`src/rtl/instruction_fetch_stage.sv`:
```
// Instruction fetch stage: owns the PC, drives the program ROM address and
// loads the returned instruction into the IF/ID register; halts on a bad fetch address.
//
// state | meaning
// ------+-----------------------------------------------------------------
// RUN   | normal fetch: sequential, redirect, stall and flush handling
// HALT  | bad next PC seen; PC and fault info frozen, IF/ID loads bubbles
module instruction_fetch_stage #(
   parameter int                    DATA_WIDTH   = 32,
   parameter logic [DATA_WIDTH-1:0] RESET_PC     = 32'h0040_0000,
   parameter int                    MEMORY_DEPTH = 32
) (
   input  logic                  clk,
   input  logic                  reset,
   input  logic                  Stall,
   input  logic                  Flush,
   input  logic                  BranchTaken,
   input  logic [DATA_WIDTH-1:0] BranchTarget,
   input  logic                  Jump,
   input  logic [DATA_WIDTH-1:0] JumpTarget,
   input  logic [DATA_WIDTH-1:0] Instruction,
   output logic [DATA_WIDTH-1:0] PC,
   output logic [DATA_WIDTH-1:0] IFID_Instruction,
   output logic [DATA_WIDTH-1:0] IFID_PCPlus4,
   output logic                  IFID_Valid,
   output logic                  Fault,
   output logic [DATA_WIDTH-1:0] FaultAddr,
   output logic [DATA_WIDTH-1:0] FetchCount
);

   localparam logic [DATA_WIDTH-1:0] PC_STEP  = DATA_WIDTH'(4);
   localparam logic [DATA_WIDTH-1:0] CNT_STEP = DATA_WIDTH'(1);
   // First byte address past the end of program memory (exclusive bound).
   localparam logic [DATA_WIDTH-1:0] PC_END   = RESET_PC + DATA_WIDTH'(4 * MEMORY_DEPTH);

   typedef enum logic {
      ST_RUN  = 1'b0,
      ST_HALT = 1'b1
   } state_t;

   state_t                  state;
   logic [DATA_WIDTH-1:0]   pc_plus4;
   logic [DATA_WIDTH-1:0]   next_pc;
   logic                    next_bad;
   logic                    redirect;

   always_comb begin
      pc_plus4 = PC + PC_STEP;
      redirect = Jump | BranchTaken;
      next_pc  = pc_plus4;
      if (Jump)
         next_pc = JumpTarget;
      else if (BranchTaken)
         next_pc = BranchTarget;
      else if (Stall)
         next_pc = PC;
      // A PC+4 wrap past 2^DATA_WIDTH lands below RESET_PC and is caught here.
      next_bad = (next_pc[1:0] != 2'b00) || (next_pc < RESET_PC) || (next_pc >= PC_END);
   end

   always_ff @(posedge clk) begin
      if (reset) begin
         state            <= ST_RUN;
         PC               <= RESET_PC;
         IFID_Instruction <= '0;
         IFID_PCPlus4     <= '0;
         IFID_Valid       <= 1'b0;
         Fault            <= 1'b0;
         FaultAddr        <= '0;
         FetchCount       <= '0;
      end else if (state == ST_RUN) begin
         if (next_bad) begin
            state     <= ST_HALT;
            Fault     <= 1'b1;
            FaultAddr <= next_pc;
         end else begin
            PC <= next_pc;
         end

         if (redirect || Flush) begin
            IFID_Instruction <= '0;
            IFID_PCPlus4     <= '0;
            IFID_Valid       <= 1'b0;
         end else if (!Stall) begin
            IFID_Instruction <= Instruction;
            IFID_PCPlus4     <= pc_plus4;
            IFID_Valid       <= 1'b1;
            FetchCount       <= FetchCount + CNT_STEP;
         end
      end else begin
         IFID_Instruction <= '0;
         IFID_PCPlus4     <= '0;
         IFID_Valid       <= 1'b0;
      end
   end

endmodule
```
`config.mk`:
```
export PLATFORM = sky130hd
export DESIGN_NAME = instruction_fetch_stage
export DESIGN_NICKNAME = d
export VERILOG_FILES = /design/src/rtl/instruction_fetch_stage.sv
export SDC_FILE = /design/constraint.sdc
export NUM_CORES = 1
export LEC_CHECK = 0
export CORE_MARGIN = 5
export CORE_UTILIZATION = 50
export DETAILED_ROUTE_END_ITERATION = 6
export GPL_TIMING_DRIVEN = 0
export PLACE_DENSITY = 0.86
export SLEW_MARGIN = 40
export SYNTH_ARGS = -nofsm -noshare
export SYNTH_HDL_FRONTEND = slang
export SYNTH_SLANG_ARGS = --single-unit
```
`constraint.sdc`:
```
create_clock -name clk -period 5.4 [get_ports clk]
set_clock_uncertainty 0.1 [all_clocks]
set_input_delay 1.35 -clock clk [delete_from_list [all_inputs] [get_ports clk]]
set_output_delay 1.35 -clock clk [all_outputs]
set_load 0.02 [all_outputs]
```
Word level (Yosys, flattened, before mapping)
Cells that the tools add are included.
{"block": "classes", "n_addsub": 2, "magnitude_cmp": 2, "n_mux": 5, "n_bitwise": 5, "n_reduce_logical": 8}
{"cell": "$mux 32", "n": 3}
{"cell": "$add 32x1->32 const B", "n": 1}
{"cell": "$add 32x3->32 const B", "n": 1}
{"cell": "$ge 32x23->1 const B", "n": 1}
{"cell": "$lt 32x23->1 const B", "n": 1}
{"cell": "$not 1->1", "n": 4}
{"cell": "$reduce_and 2->1", "n": 2}
{"cell": "$logic_or 1x1->1", "n": 3}
{"cell": "$reduce_and 3->1", "n": 1}
{"cell": "$reduce_or 3->1", "n": 1}
{"cell": "$mux 1", "n": 2}
{"cell": "$reduce_bool 2->1", "n": 1}
{"cell": "$or 1x1->1", "n": 1}
{"block": "totals", "register_bits": 163, "out_inout_bits": 162, "wordCells": 30}

Logic depth before layout (Yosys ltp)
Gate-level depths: netlist (run 1).
{"block": "logic_depth", "word_depth": 9, "ltp_mapped": 13, "mapped_depth_nobuf": 10}

Least setup slack after synthesis (run 1)
Ideal clock, no wire load.
{"block": "synth_path", "path_kind": "input to register", "startpoint": "input BranchTaken", "endpoint": "register FaultAddr[0]", "t_arrival_ps": 3695, "path_slack_ps": 1478, "cell_stages": 12, "n_path_buf": 4, "cell_sequence": "clkbuf_1 buf_2 buf_2 nand2_1 o22ai_1 a31oi_1 nor4_1 nand4_1 o41ai_4 buf_4 mux2i_1 nor2_1"}
{"block": "synth_between", "elab_chain_cells": 6, "word_cells_on_any_way": 8, "cone_classes": "2 x order compare; 2 x mux; 4 x reduce/logical"}
{"element": "start: declaration", "line_no": "17", "rtl": "input logic BranchTaken,"}
{"element": "$mux 32 *", "line_no": "53", "rtl": "else if (BranchTaken)"}
{"element": "$mux 32 *", "line_no": "51", "rtl": "if (Jump)"}
{"element": "$lt 32x23->1 or $reduce_bool 2->1 (tied branches)", "line_no": "58", "rtl": "next_bad = (next_pc[1:0] != 2'b00) || (next_pc < RESET_PC) || (next_pc >= PC_END);"}
{"element": "$logic_or 1x1->1 (2 in series)", "line_no": "58"}
{"element": "$reduce_and 2->1 (no line)"}
{"element": "end signal: assignment", "line_no": "75", "rtl": "FaultAddr <= next_pc;"}
{"element": "end: declaration", "line_no": "27", "rtl": "output logic [DATA_WIDTH-1:0] FaultAddr,"}
Mark *: on every way between the ends. The rest lies on a longest branch, timed or not.
A chain may end at the register's enable or synchronous reset.

Worst setup path in the final report (run 1)
{"block": "layout_path", "startpoint": "input Jump", "endpoint": "register PC[25]"}
{"block": "layout_between", "elab_chain_cells": 6, "word_cells_on_any_way": 8, "cone_classes": "2 x order compare; 1 x mux; 1 x bitwise; 4 x reduce/logical"}
{"element": "start: declaration", "line_no": "19", "rtl": "input logic Jump,"}
{"element": "$mux 32 *", "line_no": "51"}
{"element": "$lt 32x23->1 or $reduce_bool 2->1 (tied branches)", "line_no": "58"}
{"element": "$logic_or 1x1->1 (2 in series)", "line_no": "58"}
{"element": "$not 1->1 (no line)"}
{"element": "$reduce_and 2->1 (no line)"}
{"element": "end signal: assignment", "line_no": "77", "rtl": "PC <= next_pc;"}
{"element": "end: declaration", "line_no": "22", "rtl": "output logic [DATA_WIDTH-1:0] PC,"}
Marked as above.

==> results of run 1 <==
through the flow:
stage / std cells / utilization / power, mW / cell area [um2]
6_report: 1466 / 0.728 / 2.82 / 11500
5_1_grt: 1466 / 0.728 / 2.90 / 11500
4_1_cts: 1466 / 0.728 / 2.83 / 11500
3_5_place_dp: 1434 / 0.688 / 1.56 / 10900
3_3_place_gp: 1434 / 0.688 / 1.56 / 10900
2_1_floorplan: 956 / - / 1.40 / 7960
how the worst max path moves through the flow:
| stage | startpoint | to | slack, ns | depth (start not counted) |
|---|---|---|---|---|
| after floorplan | BranchTaken | FaultAddr[0] | 1.48 | 12 |
| after global placement | Jump | PC[23] | -0.40 | 12 |
| after detailed placement | Jump | PC[26] | -0.44 | 12 |
| after CTS | Jump | PC[24] | 0.23 | 12 |
| after global routing | Stall | PC[15] | 0.11 | 12 |
| final | Jump | PC[25] | 0.17 | 12 |
where the power goes:
group | internal [mW] | switching (mW)
clock network | 0.762 | 0.521
logic | 0.151 | 0.160
registers | 1.22 | 0.00975
total | 2.13 | 0.691
placed cells by master, fill, tap and decap left out, types with 7 or more instances in the layout:
cell type / n
a21oi_1: 57
o21a_1: 7
and2_1: 30
and3_1: 11
o21ai_0: 20
clkbuf_1: 46
nor2b_1: 10
nor3_1: 21
mux2i_1: 62
nor2_1: 160
inv_1: 13
or3_1: 14
a22oi_1: 10
a21o_1: 7
nand2_1: 71
or4_1: 7
xnor2_1: 35
xor2_1: 36
nor4_1: 13
buf_2: 10
nand3_1: 30
clkbuf_16: 17
or2_2: 8
dfxtp_1: 163
buf_1: 7
and4_1: 9
clkdlybuf4s50_1: 262
nand4_1: 23
layer usage:
metal	GRT usage	vias up	wire, um	part of all wire
li1	-	3863	-	-
met1	0.360	3752	11000	0.38
met2	0.504	493	13300	0.46
met3	0.114	79	3550	0.12
met4	0.116	0	1080	0.037
met5	0	-	0	0
critical path: cells and delay by family:
family | cells | cell delay [ns]
compound gates | 2 | 0.73
buf+inv | 5 | 2.22
simple gates | 5 | 1.16
registers in the layout, indices dropped and copies added, names as in the netlist:
signal,count
Fault,1
FaultAddr,32
FetchCount,32
IFID_Instruction,32
IFID_PCPlus4,32
IFID_Valid,1
PC,32
state,1
final cells by class:
cell class,instances,area (um2)
clock buffers,19,453
repair buffers,262,2620
well taps,216,270
flip-flops and latches,163,3260
plain buffers,73,327
multi-input cells,706,4320
clock inverters,13,173
fillers,1267,4290
inverters,14,52.6
logic make-up (layout without fill, tap and decap cells):
| kind of cell | count (synthesis) | in the layout | synth area share |
|---|---|---|---|
| adders and majority gates | 2 | 2 | 0.00314 |
| muxes | 64 | 64 | 0.0808 |
| and+or+nand+nor | 436 | 436 | 0.276 |
| DFF | 163 | 163 | 0.410 |
| buffers and inverters | 87 | 381 | 0.0473 |
| AOI/OAI and AO/OA | 133 | 133 | 0.105 |
| xor gates and xnor gates | 71 | 71 | 0.0781 |
what timing repair did:
action / in CTS / in global routing
endpoints found under the setup margin: 10 / 14
resized for setup: 1 / 2
hold buffers: 0 / 0
==> key figures, run 1 <==
CTS
  • Worst-Skew Late Latency: roughly 0.43 ns
  • Post-CTS setup buffers: 0
  • CTS max path bufs: 2
  • Root Buffer Master: clkbuf_16
  • Num Clock Sinks: roughly 160
  • Clk pin slew, worst setup/hold paths: 0.07 ns
  • CTS tree: yes
  • CTS buffer count: 17
  • H-Tree Depth: 4

Timing
  • Final WS setup: roughly 0.17 ns
  • Post-route minimum period: between 5 and 6 ns
  • Hold Violations, Final: 0
  • Final Max Tran Viols: 0
  • Fin Setup TNS: 0 ns
  • Endpoints failing setup: 0
  • Final period util: 0.969
  • Slew HR: 0.426
  • Least-Margin Pin Slew: roughly 0.86 ns
  • RSZ-0062 raised after global routing: no
  • Final hold slack: 0.351 ns
  • Max Fclk: 191 MHz

Logic synthesis
  • Top_reg_cell synth: dfxtp_1
  • Synth warn: 0
  • Post-synthesis cell type count: 58
  • Post-Syn Nets: between 1000 and 1500
  • Post-synthesis area per instance: 8.33 um2
  • Count leader, synth: dfxtp_1
  • Syn Inst Count: 956
  • Synthesis-stage register bit count: 163
  • Sequential share of the synthesized area: 0.410
  • Top cells by area, synth: dfxtp_1 41%, mux2i_1 7.8%, nor2_1 7.6%
  • Leading area contributor after synthesis: dfxtp_1
  • Synth cell count leaders: 163 x dfxtp_1, 161 x nor2_1, 71 x nand2_1
  • Post-synthesis cell area: around 0.008 mm2
  • Async set-reset flop share out of synthesis: 0
  • Top-area cell type share of the netlist area: 0.410
  • Post-synth EDFFs: 0

Cells and area
  • Nets: about 1300
  • Share of cells above drive strength 1: 0.0576
  • Antenna diodes: 0
  • Area growth, synth to finish: 44.3%

Worst setup path
  • R2R setup slack: around 1.1 ns
  • Critical Path AT: roughly 5.5 ns
  • CP max-delay cell: clkdlybuf4s50_1
  • Largest stage delay, worst path: about 0.67 ns
  • RR Startpoint: PC[2]
  • Critical path type: in2reg
  • Startpoint Class: primary input
  • CP required: approximately 5.6 ns
  • Reg-to-reg critical path endpoint: PC[25]
  • CP max FO: 10
  • CP cell instances: clkdlybuf4s50_1, clkbuf_1, clkbuf_2, clkbuf_2, a22oi_1, nand3_1, nand2_1, nor4_1, nand4_1, o31a_1, clkbuf_1, and2_1
  • Reg2reg path depth: 11
  • Crit path capture type: flop

Place
  • Pre-CTS setup slack: -0.439 ns
  • Gp weighted congestion: around 1
  • Detailed-placement wirelength estimate: 22.4 mm
  • PortBufs: about 260

Worst hold path
  • WHS Endpoint: FaultAddr[23]
  • Hold Path Depth: 2
  • Hold path start: FaultAddr[23]
  • Hold crit path type: reg2reg

Die
  • Core box area: around 0.016 mm2
  • Ports: 264
  • Die ar.: 0.0185 mm2
  • Num rows: 46
  • Initial Utilization: 0.505
  • Die height: approximately 140 um
  • Die W: between 100 and 150 um

Power and ir drop
  • PwrDens: around 250 mW/mm2
  • Leak: ~4.2 nW
  • Peak supply drop: between 0.2 and 0.25 mV

Run status
  • Status: finished, final reports clean

Global routing
  • Vias in the first global route: approximately 8000
  • Initial antenna violation count: 0
  • Global-route wire length before repair: between 40 and 50 mm
  • Largest net degree at the start of global routing: 17
  • GR Util All Layers: 0.305
  • Total gr overflow: 0

Routing
  • 1st-iter DRT viols: 743
  • Routed vias: 8187
  • WL/cell: between 15 and 20 um
  • Final wirelength: a little under 30 mm
  • DRC errors left: 0
  • Vias per cell: around 5.6
  • Routed Antenna Nets: 0
  • Pre-Repair DR Iteration Count: 6

Run
  • Maxcap violations: 0
Power figures use the tool's default switching activity.
==> run 2, diff against run 1 <==
--- a/config.mk
+++ b/config.mk
@@ -10,7 +10,7 @@
 export DETAILED_ROUTE_END_ITERATION = 6
 export GPL_TIMING_DRIVEN = 0
 export PLACE_DENSITY = 0.86
-export SLEW_MARGIN = 40
+export SLEW_MARGIN = 20
 export SYNTH_ARGS = -nofsm -noshare
 export SYNTH_HDL_FRONTEND = slang
 export SYNTH_SLANG_ARGS = --single-unit
==> run 2 against run 1 <==
  * Count of clock-buffer cells in the layout stayed put
  * Sequential share of layout area is essentially flat
  * Fmax increased by 1.2%
  * Setup slack gained 0.061 ns
==> key figures, run 2 (synthesized netlist as in run 1, its figures left out) <==
CTS
  • Hold buffer count at cts: 0 (unchanged)
  • CTS tree: yes
  • Worst-Skew Late Latency: 0.43 ns (about the same)
  • Num Clock Sinks: 163 (unchanged)
  • CTS buffer count: 17 (unchanged)
  • CTS max path bufs: 2 (unchanged)
  • Root Buffer Master: clkbuf_16
  • Clk pin slew, worst setup/hold paths: 0.07 ns (about the same)
  • H-Tree Depth: 4 (unchanged)

Timing
  • Hold Violations, Final: 0 (unchanged)
  • Final WS setup: 0.228 ns (+0.0612 ns)
  • RSZ-0062 raised after global routing: no
  • Final period util: 0.958 (-0.0113)
  • Post-route minimum period: 5.17 ns (-0.0612 ns)
  • Least-Margin Pin Slew: 0.907 ns (+0.0461 ns)
  • Slew HR: 0.393 (-0.0330)
  • Final Max Tran Viols: 0 (unchanged)
  • Max Fclk: 193 MHz (+1.2%)
  • Endpoints failing setup: 0 (unchanged)

Routing
  • WL/cell: 19.8 um (+0.34%)
  • Pre-Repair DR Iteration Count: 6 (unchanged)
  • Final wirelength: 29.0 mm (+0.34%)
  • 1st-iter DRT viols: 768 (+3.4%)
  • Routed Antenna Nets: 0 (unchanged)
  • DRC errors left: 0 (unchanged)
  • Vias per cell: 5.58 (-0.13%)
  • Routed vias: 8176 (-0.13%)

Worst setup path
  • Buf+Inv Stages, Crit Path: 4 (-1)
  • CP max FO: 10 (unchanged)
  • CP delay by family, top: buffers and inverters
  • Most frequent CP cell: clkbuf_1
  • CP max-delay cell: clkdlybuf4s50_1
  • CP cell instances: clkdlybuf4s50_1, clkbuf_1, clkbuf_1, nor3b_1, nand4_1, xnor2_1, o21ai_0, nor3b_1, nand4_1, o31a_1, clkbuf_1, and2_1
  • Startpoint Class: primary input
  • CP required: 5.62 ns (about the same)
  • Largest stage delay, worst path: 0.61 ns (-0.06 ns)
  • Critical Path AT: 5.40 ns (-0.06 ns)
  • Crit path capture type: flop
  • Critical path type: in2reg

Global routing
  • Vias in the first global route: 8020 (unchanged)
  • GR Util All Layers: 0.305 (unchanged)
  • Largest net degree at the start of global routing: 17 (unchanged)
  • Initial antenna violation count: 0 (unchanged)
  • Met1 usage: 0.360 (unchanged)
  • Global-route wire length before repair: 44.1 mm (unchanged)
  • Total gr overflow: 0 (unchanged)
  • M2 GR Usage: 0.504 (unchanged)
  • Met3 usage: 0.114 (unchanged)
  • Most Used Layer, Global Route: met2

Worst hold path
  • Hold crit path type: reg2reg

Cells and area
  • Area growth, synth to finish: 44.2% (about the same)
  • Share of cells above drive strength 1: 0.0568 (-0.000800)
  • Final instance area: 0.0115 mm2 (about the same)
  • Commonest non-fill, non-tap cells in the layout: 262 x clkdlybuf4s50_1, 163 x dfxtp_1, 161 x nor2_1
  • Fin util: 0.728 (about the same)
  • Nets: 1341 (unchanged)
  • Antenna diodes: 0 (unchanged)
  • Number of fill cells in the layout: 1268 (+0.079%)
  • Commonest non-fill, non-tap cell in the layout: clkdlybuf4s50_1

Power and ir drop
  • Sw frac: 0.245 (about the same)
  • Internal: 2.13 mW (about the same)
  • Combinational power share: 0.110 (about the same)
  • Leak: 4.19 nW (about the same)
  • PwrDens: 246 mW/mm2 (about the same)
  • Peak supply drop: 0.219 mV (+0.50%)
  • Switch Pwr: 691 uW (about the same)
  • Clock network power share: 0.455 (about the same)
  • Sequential Power Share: 0.435 (about the same)

Die
  • Die height: 136 um (unchanged)
  • Core box area: 0.0158 mm2 (unchanged)
  • Initial Utilization: 0.505 (unchanged)
  • Die ar.: 0.0185 mm2 (unchanged)
  • Ports: 264 (unchanged)
  • Num rows: 46 (unchanged)
  • Die W: 136 um (unchanged)

Run
  • Maxcap violations: 0 (unchanged)

Run status
  • Status: finished, final reports clean

Place
  • Gp weighted congestion: 0.996 (unchanged)
  • Detailed-placement wirelength estimate: 22.4 mm (unchanged)
  • Pre-CTS setup slack: -0.439 ns (unchanged)
  • PortBufs: 262 (unchanged)
  • DP Area: 0.0109 mm2 (unchanged)
[run 2: cell counts in the layout (fill, tap and decap cells not counted)]
No cell type changed its count.
[run 2: metrics by stage]
stage,TNS (ns),power (mW),hold WS (ns),cells
floorplan,0,1.40,0.368,956
global placement,-12.22,1.56,0.334,1434
CTS,0,2.83,0.353,1466
global route,0,2.90,0.377,1466
finish,0,2.82,0.351,1466
detailed placement,-13.82,1.56,0.340,1434
[run 2: area by class of cell]
| class | instances | area [um2] | area share |
|---|---|---|---|
| buffer | 73 | 327 | 0.0284 |
| inverter | 14 | 52.6 | 0.00458 |
| tap | 216 | 270 | 0.0235 |
| timing repair buffer | 262 | 2620 | 0.228 |
| multi-input combinational | 706 | 4320 | 0.376 |
| clock buffer | 19 | 453 | 0.0395 |
| sequential | 163 | 3260 | 0.284 |
| clock inverter | 13 | 173 | 0.0150 |
[run 2: worst reg2reg max path: stages (launching register included)]
cell and delay [ns]:
dfxtp_1 0.54, ha_1 0.29, nand3_1 0.15, clkbuf_1 0.29, or3_1 0.48, a311o_1 0.45, nand4bb_1 0.20, nor4_1 0.37
nand4_1 0.25, o31a_1 0.52, clkbuf_1 0.31, and2_1 0.24
[run 2: final timing paths]
path / startpoint / end / slack, ns / cells after the start
max: Stall / PC[25] / 0.23 / 12
min: FaultAddr[23] / FaultAddr[23] / 0.35 / 2
max reg2reg: PC[2] / PC[25] / 1.12 / 11
min reg2reg: FaultAddr[23] / FaultAddr[23] / 0.35 / 2
[run 2: layer usage]
metal | wire [um] | up-vias
li1 | - | 3857
met1 | 11000 | 3765
met2 | 13300 | 473
met3 | 3590 | 81
met4 | 1050 | 0
met5 | 0 | -
[run 2: power groups by stage]
| stage | sequential (mW) | combinational (mW) | clock (mW) |
|---|---|---|---|
| after floorplan | 1.28 | 0.124 | 0 |
| after global placement | 1.25 | 0.301 | 0 |
| after detailed placement | 1.26 | 0.304 | 0 |
| after CTS | 1.23 | 0.307 | 1.29 |
| after global routing | 1.23 | 0.329 | 1.34 |
| final | 1.23 | 0.310 | 1.28 |
[run 2: timing repair]
item                       4_1_cts  5_1_grt
resized for setup                1        2
pin swaps                        0        0
setup buffers                    0        0
setup endpoints to repair       10       17
